--- src/rtl/jesd_tx_lane_seq.sv ---
// JESD204B per-lane TX link-layer sequencer: CGS -> ILAS -> DATA, one octet per clk.
// Optional: `define JESD_TX_CHAR_REPLACE_EN for frame-end character replacement in DATA.
module jesd_tx_lane_seq #(
  parameter int F       = 1,
  parameter int K       = 32,
  parameter int ILAS_MF = 4
) (
  input  logic         clk,
  input  logic         rst,
  input  logic         i_sync_n,
  input  logic [111:0] i_cfg,
  input  logic [7:0]   i_data,
  output logic         o_ready,
  output logic [7:0]   o_data,
  output logic         o_k,
  output logic         o_lmfc,
  output logic [1:0]   o_state
);
  localparam int FK = F * K;
  localparam int PW = $clog2(FK);
  localparam int OW = (F > 1) ? $clog2(F) : 1;
  localparam int FW = (K > 1) ? $clog2(K) : 1;
  localparam int MW = $clog2(ILAS_MF);

  localparam logic [1:0] ST_CGS  = 2'b00;
  localparam logic [1:0] ST_ILAS = 2'b01;
  localparam logic [1:0] ST_DATA = 2'b10;

  localparam logic [OW-1:0] OCT_LAST = OW'(F - 1);
  localparam logic [FW-1:0] FR_LAST  = FW'(K - 1);
  localparam logic [MW-1:0] MF_LAST  = MW'(ILAS_MF - 1);

  typedef struct packed {
    logic [7:0] d;
    logic       k;
    logic [1:0] st;
  } oct_t;

  logic [1:0]    sync_q;
  logic          sync_s;
  logic [OW-1:0] oct_cnt;
  logic [FW-1:0] fr_cnt;
  logic [PW-1:0] pos;
  logic          boundary;
  logic [1:0]    st, st_n;
  logic [MW-1:0] mf_cnt;
  logic [1:0]    lo_cnt;
  logic          loss;
  logic [7:0]    cfg_arr [16];
  logic [3:0]    cfg_idx;
  oct_t          nxt;

  always_ff @(posedge clk) begin
    if (rst) sync_q <= 2'b00;
    else     sync_q <= {sync_q[0], i_sync_n};
  end
  assign sync_s = sync_q[1];

  // LMFC position counters free-run regardless of link state
  always_ff @(posedge clk) begin
    if (rst) begin
      oct_cnt <= '0;
      fr_cnt  <= '0;
    end else if (oct_cnt == OCT_LAST) begin
      oct_cnt <= '0;
      fr_cnt  <= (fr_cnt == FR_LAST) ? '0 : fr_cnt + FW'(1);
    end else begin
      oct_cnt <= oct_cnt + OW'(1);
    end
  end
  assign pos      = PW'(fr_cnt) * PW'(F) + PW'(oct_cnt);
  assign boundary = (oct_cnt == OCT_LAST) && (fr_cnt == FR_LAST);

  // Fourth consecutive low of sync_s while linked drops back to CGS
  assign loss    = (st != ST_CGS) && !sync_s && (lo_cnt == 2'd3);
  assign o_ready = (st == ST_DATA) && !loss && !rst;

  always_comb begin
    st_n = st;
    case (st)
      ST_CGS:  if (sync_s && boundary) st_n = ST_ILAS;
      ST_ILAS: if (loss) st_n = ST_CGS;
               else if (boundary && mf_cnt == MF_LAST) st_n = ST_DATA;
      ST_DATA: if (loss) st_n = ST_CGS;
      default: st_n = ST_CGS;
    endcase
  end

  always_ff @(posedge clk) begin
    if (rst) begin
      st     <= ST_CGS;
      mf_cnt <= '0;
      lo_cnt <= 2'd0;
    end else begin
      st <= st_n;
      if (loss || st == ST_CGS) mf_cnt <= '0;
      else if (st == ST_ILAS && boundary)
        mf_cnt <= (mf_cnt == MF_LAST) ? '0 : mf_cnt + MW'(1);
      if (st == ST_CGS || sync_s) lo_cnt <= 2'd0;
      else if (lo_cnt != 2'd3)    lo_cnt <= lo_cnt + 2'd1;
    end
  end

  always_comb begin
    for (int i = 0; i < 16; i++) cfg_arr[i] = 8'h00;
    for (int i = 0; i < 14; i++) cfg_arr[i] = i_cfg[8*i +: 8];
  end
  assign cfg_idx = pos[3:0] - 4'd2;

`ifdef JESD_TX_CHAR_REPLACE_EN
  logic [7:0] last_oct;
  logic       last_vld;

  // Holds the unreplaced last octet of the previous frame; cleared outside DATA
  always_ff @(posedge clk) begin
    if (rst || st != ST_DATA || loss) begin
      last_oct <= 8'h00;
      last_vld <= 1'b0;
    end else if (oct_cnt == OCT_LAST) begin
      last_oct <= i_data;
      last_vld <= 1'b1;
    end
  end
`endif

  always_comb begin
    nxt = '{d: 8'hBC, k: 1'b1, st: ST_CGS};
    if (!loss) begin
      case (st)
        ST_ILAS: begin
          nxt = '{d: 8'(pos), k: 1'b0, st: ST_ILAS};
          if (pos == '0)                          begin nxt.d = 8'h1C; nxt.k = 1'b1; end
          else if (boundary)                      begin nxt.d = 8'h7C; nxt.k = 1'b1; end
          else if (mf_cnt == MW'(1)) begin
            if (pos == PW'(1))                    begin nxt.d = 8'h9C; nxt.k = 1'b1; end
            else if (pos < PW'(16))               nxt.d = cfg_arr[cfg_idx];
          end
        end
        ST_DATA: begin
          nxt = '{d: i_data, k: 1'b0, st: ST_DATA};
`ifdef JESD_TX_CHAR_REPLACE_EN
          if (oct_cnt == OCT_LAST && last_vld && i_data == last_oct) begin
            nxt.d = boundary ? 8'h7C : 8'hFC;
            nxt.k = 1'b1;
          end
`endif
        end
        default: ;
      endcase
    end
  end

  always_ff @(posedge clk) begin
    if (rst) begin
      o_data  <= 8'hBC;
      o_k     <= 1'b1;
      o_lmfc  <= 1'b0;
      o_state <= ST_CGS;
    end else begin
      o_data  <= nxt.d;
      o_k     <= nxt.k;
      o_lmfc  <= (pos == '0);
      o_state <= nxt.st;
    end
  end
endmodule

--- config.mk ---
export PLATFORM = sky130hd
export DESIGN_NAME = jesd_tx_lane_seq
export DESIGN_NICKNAME = d
export VERILOG_FILES = /design/src/rtl/jesd_tx_lane_seq.sv
export SDC_FILE = /design/constraint.sdc
export NUM_CORES = 1
export LEC_CHECK = 0
export CAP_MARGIN = 15
export CELL_PAD_IN_SITES_DETAIL_PLACEMENT = 0
export CELL_PAD_IN_SITES_GLOBAL_PLACEMENT = 1
export CORE_MARGIN = 2
export CORE_UTILIZATION = 30
export CTS_BUF_LIST = sky130_fd_sc_hd__clkbuf_4 sky130_fd_sc_hd__clkbuf_8 sky130_fd_sc_hd__clkbuf_16
export CTS_CLUSTER_DIAMETER = 50
export DETAILED_ROUTE_END_ITERATION = 16
export PLACE_DENSITY_LB_ADDON = 0.12
export SETUP_SLACK_MARGIN = 0.02
export SLEW_MARGIN = 20
export SYNTH_ARGS = -nofsm -noshare
export SYNTH_HDL_FRONTEND = slang
export SYNTH_SLANG_ARGS = --single-unit
--- constraint.sdc ---
create_clock -name clk -period 4.7 [get_ports clk]
set_input_delay 1.41 -clock clk [delete_from_list [all_inputs] [get_ports clk]]
set_output_delay 1.41 -clock clk [all_outputs]
set_load 0.005 [all_outputs]
==> impl_metrics.ini, run 1 <==
[status]
outcome = finished clean

[place]
gp_congestion = 0.801
place_hpwl_um = 6590
dpl-instance-area_um2 = 3850
dp.cells = 463
io_buffers = 135

[logic_synthesis]
synthMuxAreaShare_pct = 33.5
yosysMostFrequentCell = dfxtp_1
synth-edff-count = 0
syn_area_per_cell_um2 = 10.1
ys_ff_latch = 26
yosysTopAreaCell = mux4_2
synthArstFlopShare_pct = 0
synth_compound_area_share_pct = 13.6
synth-xor-area-share_pct = 3.60
yosys.area_share.simple_pct = 16.9
synthCells = 242
syn_nets = 378
synthTopCellsByArea = mux4_2 (23%), dfxtp_1 (21%), ha_1 (6.7%)
netlist_top_cells_count = dfxtp_1 (26), mux4_2 (25), nor2_1 (20)
synth_top_cell_area_share_pct = 23.1
synthAdderAreaFrac_pct = 6.69
yosysWarnings = 0
ys_seq_area_share_pct = 21.4
netlist_area_um2 = 2430
synth_top_family_by_area = multiplexers
synthFlopType = dfxtp_1
yosysUniqueCellTypes = 50

[layout]
fill_cells = 727
seq_area_um2 = 520
drive_gt1_share_pct = 11.8
finish.instance_area_um2 = 3920
area_growth_pct = 61.2
multi_input_area_um2 = 1820
fin_nets = 502
insertedDiodeCount = 0
fin_cells = 467

[floorplanning]
die_h_um = 94.0
dieArea_um2 = 8840
die_x_um = 94.0
start_util_pct = 31.2
fp-row-count = 32
core_um2 = 7810
io_pins = 136

[timing]
final-hold-violation-count = 0
tns_ns = 0
fin_skew_ns = 0.00814
fin_crit_ns = 4.29
period_share_pct = 91.3
fmax_mhz = 233
setup_viol = 0
rsz0062_at_grt = no
slew_violations = 0
tightest_slew_ns = 0.856
slew_headroom_pct = 41.5

[routing]
drtIter0Drc = 69
drt_first_pass_iters = 4
via_per_inst = 5.17
routed_wl_um = 7780
avgRoutedWirePerCell_um = 16.7
remaining_drc_errors = 0
dr_total_vias = 2414
final_antenna_net_count = 0

[critical_path]
crit_type = in -> out
cpMostUsedCell = clkdlybuf4s50_1
cp_slowest_cell = clkdlybuf4s50_1
end_kind = output pin
start_kind = primary input
path_buf_inv = 2
crit_path_max_incr_delay_ns = 0.49
worst_path_dominant_cell_family = buffers and inverters
critPathArrivalTime_ns = 2.88
crit_fanout = 6
critPathRequiredTime_ns = 3.29
path_cells = clkdlybuf4s50_1, a21oi_1, and2_1, clkdlybuf4s50_1

[job]
max-cap-violations = 0

[clock_network]
htreeDepth = 1
ctsHoldBuffers = 0
post_cts_buffers = 0
clkSinkCount = 26
clockBufferDepth = 2
cts_resized = 0
cts_tree = yes
numCtsBuffers = 3
clk-insertion-delay-late_ns = 0.27
clk_pin_slew_worst_paths_ns = 0.09
cts_root_buf = clkbuf_8

[global_routing]
grt_pass1_wl_um = 12300
antenna_found_initial = 0
grt_usage_pct = 17.8
grt_max_degree = 28
first_global_vias = 2574
grt-ovfl-total = 0

[power_and_ir_drop]
power-per-cell-area_nw_per_um2 = 205
p_leak_nw = 1.41
ir_drop_mv = 0.156

[worst_hold_path]
hp-class = reg -> reg
area by class of cell:
| type | instances | area share, % |
|---|---|---|
| Multi-Input combinational cell | 193 | 46.3 |
| Timing Repair Buffer | 137 | 34.9 |
| Sequential cell | 26 | 13.3 |
| Tap cell | 102 | 3.26 |
| Clock buffer | 3 | 1.05 |
| Clock inverter | 1 | 0.766 |
| Inverter | 5 | 0.479 |
placed cells by master (no fill, tap or decap), drive strengths merged, types with 4 or more instances in the layout:
| cell type | Yosys | final |
|---|---|---|
| nand3 | 6 | 6 |
| mux2i | 15 | 15 |
| a21oi | 16 | 16 |
| and2 | 4 | 4 |
| clkdlybuf4s50 | 0 | 135 |
| ha | 13 | 13 |
| nor2b | 8 | 8 |
| nand2 | 12 | 12 |
| nand4 | 5 | 5 |
| dfxtp | 26 | 26 |
| nand2b | 5 | 5 |
| o21ai | 5 | 5 |
| mux4 | 28 | 28 |
| xnor2 | 4 | 4 |
| inv | 5 | 5 |
| nor3 | 5 | 5 |
| nor2 | 20 | 20 |
where the power goes:
group,switching [mW],leakage (nW),internal [mW]
Sequential,0.0101,0.211,0.236
Clock,0.0709,0.0357,0.114
Combinational,0.142,1.16,0.233
Total,0.223,1.41,0.582
path summary, 6_finish.rpt:
kind | end | slack, ns | from | cells after the start
worst min register to register | sync_q[1]$_SDFF_PP0_ | 0.45 | sync_q[0]$_SDFF_PP0_ | 1
worst min-delay path | sync_q[1]$_SDFF_PP0_ | 0.45 | sync_q[0]$_SDFF_PP0_ | 1
worst max-delay path | o_ready | 0.41 | rst | 4
worst max register to register | o_data[1]$_SDFF_PP0_ | 1.31 | oct_cnt$_SDFF_PP0_ | 7
logic make-up after synthesis:
group	after synthesis
AND/OR/NAND/NOR	79
multiplexers	45
buffers and inverters	23
XOR/XNOR	7
flip-flops	26
adder cells (fa/ha/maj)	13
other	1
AO/OA/AOI/OAI	48
worst reg2reg max path: stages (launching register included):
cell     delay (ns)
dfxtp_1        0.45
ha_1           0.32
xnor2_1        0.55
ha_1           0.66
mux4_2         0.40
mux4_1         0.55
a21oi_1        0.27
o21ai_1        0.08
layer usage:
metal | wire, um | part of all wire, % | vias to the layer above | global-route usage [%]
li1 | - | - | 1187 | -
met1 | 3120 | 40 | 1108 | 20.6
met2 | 3910 | 50 | 105 | 31.5
met3 | 549 | 7.1 | 14 | 4.65
met4 | 201 | 2.6 | 0 | 6.28
met5 | 0 | 0 | - | 0
through the flow:
| stage | utilization, % | hold WS, ns | setup slack [ns] | total power, mW |
|---|---|---|---|---|
| detailed placement | 49.3 | 0.439 | 0.379 | 0.631 |
| global route | 50.2 | 0.490 | 0.294 | 0.857 |
| global placement | 49.3 | 0.423 | 0.368 | 0.627 |
| CTS | 50.2 | 0.458 | 0.379 | 0.817 |
| floorplan | - | 0.414 | 1.47 | 0.464 |
| finish | 50.2 | 0.451 | 0.411 | 0.806 |
sequential cells by signal, summed over array words and instances, names as in the netlist:
name	count
o_data	8
fr_cnt	5
lo_cnt	2
mf_cnt	2
o_state	2
st	2
sync_q	2
o_k	1
o_lmfc	1
oct_cnt	1
Power figures use the tool's default switching activity.
==> inputs of run 2 (changes only) <==
SKIP_LAST_GASP = 1   (was unset)
==> results of run 2 <==
Same layout as run 1: the final DEF is identical, and so are final timing and power.
